### src/rtl/ace_master_port.sv
// ACE master port: turns single-line ReadShared / CleanUnique / WriteBack requests
// from the cache controller into AR/R and AW/W/B handshakes, one transaction at a time.
module ace_master_port #(
  parameter int ADDR_WIDTH = 32,
  parameter int LINE_WIDTH = 128
) (
  input  logic                  clk,
  input  logic                  reset,
  input  logic                  read_req,
  input  logic                  write_req,
  input  logic                  invalid_req,
  input  logic [ADDR_WIDTH-1:0] req_addr,
  input  logic [LINE_WIDTH-1:0] wb_data,
  output logic                  ace_ready,
  output logic [LINE_WIDTH-1:0] fill_data,
  output logic                  fill_shared,
  output logic                  resp_err,
  output logic [ADDR_WIDTH-1:0] araddr,
  output logic [3:0]            arsnoop,
  output logic                  arvalid,
  input  logic                  arready,
  input  logic [LINE_WIDTH-1:0] rdata,
  input  logic [3:0]            rresp,
  input  logic                  rvalid,
  output logic                  rready,
  output logic [ADDR_WIDTH-1:0] awaddr,
  output logic [2:0]            awsnoop,
  output logic                  awvalid,
  input  logic                  awready,
  output logic [LINE_WIDTH-1:0] wdata,
  output logic                  wvalid,
  input  logic                  wready,
  input  logic [1:0]            bresp,
  input  logic                  bvalid,
  output logic                  bready,
  output logic                  rack,
  output logic                  wack
);

  typedef enum logic [2:0] {IDLE, RD_ADDR, RD_DATA, WR_ADDR_DATA, WR_RESP, DONE} state_t;
  typedef enum logic [1:0] {OP_READ, OP_INVAL, OP_WRITE} op_t;

  localparam logic [3:0] SNOOP_READ_SHARED  = 4'b0001;
  localparam logic [3:0] SNOOP_CLEAN_UNIQUE = 4'b1011;
  localparam logic [2:0] SNOOP_WRITE_BACK   = 3'b011;

  state_t state;
  op_t    op;
  logic   aw_done;
  logic   w_done;
  logic   aw_fire;
  logic   w_fire;
  logic   any_req;

  assign aw_fire = awvalid & awready;
  assign w_fire  = wvalid & wready;
  assign any_req = write_req | invalid_req | read_req;

  // Only IsShared and the error bit of the responses carry meaning for this port.
  logic unused_resp_bits;
  assign unused_resp_bits = ^{rresp[2], rresp[0], bresp[0]};

  // NOTE: every handshake output is a flop set on the state transition, so no
  // valid ever depends combinationally on its ready.
  always_ff @(posedge clk or negedge reset) begin
    // NOTE: the datapath registers are reset too, so addresses and fill data
    // read as zero straight out of reset rather than as stale contents.
    if (!reset) begin
      state       <= IDLE;
      op          <= OP_READ;
      aw_done     <= 1'b0;
      w_done      <= 1'b0;
      arvalid     <= 1'b0;
      awvalid     <= 1'b0;
      wvalid      <= 1'b0;
      rready      <= 1'b0;
      bready      <= 1'b0;
      ace_ready   <= 1'b0;
      rack        <= 1'b0;
      wack        <= 1'b0;
      resp_err    <= 1'b0;
      fill_shared <= 1'b0;
      fill_data   <= '0;
      araddr      <= '0;
      awaddr      <= '0;
      wdata       <= '0;
      arsnoop     <= '0;
      awsnoop     <= '0;
    end else begin
      // NOTE: non-blocking assignments throughout, so every branch sees the
      // pre-edge values and the default pulse clears below are overridable.
      ace_ready <= 1'b0;
      rack      <= 1'b0;
      wack      <= 1'b0;

      case (state)
        IDLE, DONE: begin
          if (any_req) begin
            araddr <= req_addr;
            awaddr <= req_addr;
            wdata  <= wb_data;
          end
          // Writes win; any lower-priority request raised in the same cycle is dropped.
          if (write_req) begin
            op      <= OP_WRITE;
            awsnoop <= SNOOP_WRITE_BACK;
            awvalid <= 1'b1;
            wvalid  <= 1'b1;
            aw_done <= 1'b0;
            w_done  <= 1'b0;
            state   <= WR_ADDR_DATA;
          end else if (invalid_req) begin
            op      <= OP_INVAL;
            arsnoop <= SNOOP_CLEAN_UNIQUE;
            arvalid <= 1'b1;
            state   <= RD_ADDR;
          end else if (read_req) begin
            op      <= OP_READ;
            arsnoop <= SNOOP_READ_SHARED;
            arvalid <= 1'b1;
            state   <= RD_ADDR;
          end else begin
            state <= IDLE;
          end
        end

        RD_ADDR: begin
          if (arvalid && arready) begin
            arvalid <= 1'b0;
            rready  <= 1'b1;
            state   <= RD_DATA;
          end
        end

        RD_DATA: begin
          if (rvalid) begin
            // CleanUnique carries no data, so the previous fill stays visible.
            if (op == OP_READ) begin
              fill_data   <= rdata;
              fill_shared <= rresp[3];
            end
            resp_err  <= rresp[1];
            rready    <= 1'b0;
            ace_ready <= 1'b1;
            rack      <= 1'b1;
            state     <= DONE;
          end
        end

        WR_ADDR_DATA: begin
          if (aw_fire) begin
            awvalid <= 1'b0;
            aw_done <= 1'b1;
          end
          if (w_fire) begin
            wvalid <= 1'b0;
            w_done <= 1'b1;
          end
          if ((aw_done || aw_fire) && (w_done || w_fire)) begin
            bready <= 1'b1;
            state  <= WR_RESP;
          end
        end

        WR_RESP: begin
          if (bvalid) begin
            resp_err  <= bresp[1];
            bready    <= 1'b0;
            ace_ready <= 1'b1;
            wack      <= 1'b1;
            state     <= DONE;
          end
        end

        default: state <= IDLE;
      endcase
    end
  end

endmodule

### config.mk
export PLATFORM = sky130hd
export DESIGN_NAME = ace_master_port
export DESIGN_NICKNAME = d
export VERILOG_FILES = /design/src/rtl/ace_master_port.sv
export SDC_FILE = /design/constraint.sdc
export NUM_CORES = 1
export LEC_CHECK = 0
export CAP_MARGIN = 20
export CORE_AREA = 2 2 248 250
export DETAILED_ROUTE_END_ITERATION = 10
export DIE_AREA = 0 0 250 252
export GPL_ROUTABILITY_DRIVEN = 0
export GPL_TIMING_DRIVEN = 0
export PLACE_DENSITY = 0.57
export SLEW_MARGIN = 20
export SYNTH_ARGS = -nofsm -noshare
export SYNTH_HDL_FRONTEND = slang
export SYNTH_SLANG_ARGS = --single-unit
### constraint.sdc
create_clock -name clk -period 1.9 [get_ports clk]
set_clock_uncertainty 0.05 [all_clocks]
set_input_delay 0.285 -clock clk [delete_from_list [all_inputs] [get_ports clk]]
set_output_delay 0.285 -clock clk [all_outputs]
set_load 0.01 [all_outputs]
==> impl_metrics.yaml <==
outcome:
  status: "finished with violations"
  violations: "negative setup slack"
final_layout:
  layout_common_cells: "clkdlybuf4s50_1, dfrtp_1, mux2_2, mux2_4, clkbuf_16"
  layout-drive-gt1-share: 0.314
  final_common_cell: "clkdlybuf4s50_1"
  n_fill_cell: 5750
  final_util: 0.371
  fin_nets: 1762
  area_delta_synth_final_pct: 81.0
  fin_cells: 2263
pwr:
  p_per_area_nw_per_um2: 1730
  vdd_drop_max_mv: 0.905
  power_leakage_nw: 10.1
synthesis:
  ys_types: 39
  avgSynthCellArea_um2: 16.7
  ys_async_sr_fraction: 1.00
  syn_inst: 738
  synthFlopType: "dfrtp_1"
  yosys_warnings: 0
  seq_area_frac_synth: 0.626
  syn_area_um2: 12300
  ys_ff_latch: 308
  synth_edf_count: 0
sta:
  slew_viol_final: 0
  timing.final.ws_setup_ns: -0.317
  worst_hold_slack_ns: 0.133
  relSlewSlack: 0.645
  final-setup-viol-count: 289
  finalCritPeriodShare: 1.17
  worst_pin_slew_ns: 0.533
  timing.final.crit_period_ns: 2.22
  rsz0062_at_grt: "yes"
  hold_viol: 0
  max_freq_mhz: 451
clock_tree:
  cts_tree: "done"
  clock-sinks: 308
  clkLatencyLatePin_ns: 0.53
  clk_path_buf_depth: 3
  clkTransAtPathRegs_ns: 0.05
  h-tree-depth: 2
  cts_root_buffer: "clkbuf_16"
  cts_inserted_buffers: 38
global_routing:
  antenna_found_initial: 2
  grt_pass1_wl_um: 60400
  use_met2: 0.220
  grt_use_met3: 0.0354
  overflow: 0
  top_usage_layer: "met2"
  globalRouteMet1Util: 0.144
  grt_pass1_vias: 9451
  grt_max_degree: 92
  grt_use_total: 0.125
worst_setup_path:
  critPathKind: "reg2reg"
  cp.required_ns: 2.26
  cp.arrival_ns: 2.58
  cpLargestDelayFamily: "simple AND/OR/NAND/NOR gates"
  cp_slowest_cell: "or3_4"
  crit_path_start_kind: "flop"
  path_cells: "nand2b_4, or3b_4, or3_4, buf_12, buf_8, mux2_4"
  max_stage_delay_ns: 0.44
  end_kind: "flop"
  cp_max_fo: 10
  path_buf_inv: 2
floorplan:
  core_um2: 60100
  io_pins: 641
  die_x_um: 250
  die_h_um: 252
  design.die.area_um2: 63000
  initial_core_util: 0.205
  row_count: 90
placed_design:
  dp_cells: 2158
  io_buffer_count: 634
  dp_hpwl_um: 31000
routing:
  wire_per_inst_um: 19.1
  route.vias.total: 8825
  final_antenna_net_count: 0
  first_pass_iters: 4
  initialDrtViolationCount: 283
  drt_wl_total_um: 43100
  drc: 0
  viasPerCell: 3.90
run:
  maxCapViolCount: 0
worst_hold_path:
  min_path_type: "in2reg"
Yosys cell counts, types with 2 or more instances:
master	count	area [µm²]
a31oi_1	2	12.5
buf_6	13	146
nor3_1	3	15.0
a22o_1	2	17.5
dfrtp_1	308	7710
nand2_1	14	52.6
inv_1	5	18.8
buf_4	37	278
a21oi_1	6	30.0
nand2b_1	2	12.5
mux2_2	179	2020
o21ai_0	4	20.0
clkbuf_1	4	15.0
mux2_4	110	1650
or2_2	2	12.5
nor2_1	7	26.3
buf_2	18	90.1
flip-flops by register name (all words and copies together) (netlist names), 2 cells and up:
| register | flops |
|---|---|
| state | 3 |
| awaddr | 32 |
| arsnoop | 2 |
| fill_data | 128 |
| wdata | 128 |
| op | 2 |
power breakdown:
| group | internal [mW] | switching [mW] | total, mW | leakage (nW) |
|---|---|---|---|---|
| combinational | 12.9 | 6.81 | 19.7 | 5.79 |
| sequential | 9.87 | 2.00 | 11.9 | 3.69 |
| clock | 4.19 | 2.81 | 7.00 | 0.578 |
layout make-up:
| cell class | instances | area (µm²) | share of cell area |
|---|---|---|---|
| clock buffer | 58 | 1130 | 0.0506 |
| buffer | 70 | 878 | 0.0394 |
| inverter | 5 | 18.8 | 0.000842 |
| tap | 782 | 978 | 0.0439 |
| clock inverter | 4 | 48.8 | 0.00219 |
| multi-input combinational | 354 | 4140 | 0.186 |
| sequential | 308 | 7710 | 0.346 |
| timing repair buffer | 681 | 7380 | 0.331 |
| antenna | 1 | 2.50 | 0.000112 |
through the flow:
stage | area (µm²) | TNS [ns] | worst slack [ns] | total power, mW
after global routing | 22300 | -90.52 | -0.380 | 40.6
after detailed placement | 19800 | -140.35 | -0.597 | 29.7
after CTS | 21300 | -104.46 | -0.447 | 37.4
final | 22300 | -73.84 | -0.317 | 38.5
after global placement | 19700 | -4293.62 | -13.54 | 29.5
after floorplan | 12400 | -30.81 | -0.239 | 19.8
logic make-up (layout without fill, tap and decap cells):
| logic type | count (synthesis) | count (layout) | synth area share |
|---|---|---|---|
| and+or+nand+nor | 35 | 35 | 0.0153 |
| xor gates and xnor gates | 1 | 1 | 0.000712 |
| DFF | 308 | 308 | 0.626 |
| other | 1 | 3 | 0.000305 |
| buffers and inverters | 77 | 818 | 0.0445 |
| AOI/OAI and AO/OA | 27 | 27 | 0.0149 |
| muxes | 289 | 289 | 0.298 |
worst paths after layout:
check                                        from                    endpoint  slack (ns)  cells after the start
max                          state[2]$_DFFE_PN0P_  fill_data[127]$_DFFE_PN0P_       -0.32                      6
min                                     write_req          w_done$_DFFE_PN0P_        0.13                      2
max reg2reg                  state[2]$_DFFE_PN0P_  fill_data[127]$_DFFE_PN0P_       -0.32                      6
min reg2reg                arsnoop[0]$_DFFE_PN0P_      arsnoop[0]$_DFFE_PN0P_        0.42                      1
max in group asynchronous                   reset      awaddr[15]$_DFFE_PN0P_        0.27                      4
min in group asynchronous                   reset   fill_data[19]$_DFFE_PN0P_        0.26                      2
metal layers:
layer | routed length [µm] | vias to the layer above
met5 | 7 | -
met4 | 1280 | 2
met2 | 22000 | 359
met1 | 17100 | 4390
met3 | 2810 | 72
li1 | - | 4002
worst register-to-register path, cell delays in order (launching register included):
cell	delay, ns
dfrtp_1	0.38
nand2b_4	0.15
or3b_4	0.40
or3_4	0.44
buf_12	0.20
buf_8	0.18
mux2_4	0.30
repair_timing:
action,CTS,global route
hold endpoints to repair,55,0
endpoints found under the setup margin,335,337
gates resized for setup,40,109
pin swaps,3,4
setup buffers,9,9
hold buffers,1,0
gates cloned,2,23
(Power assumes the default switching activity.)
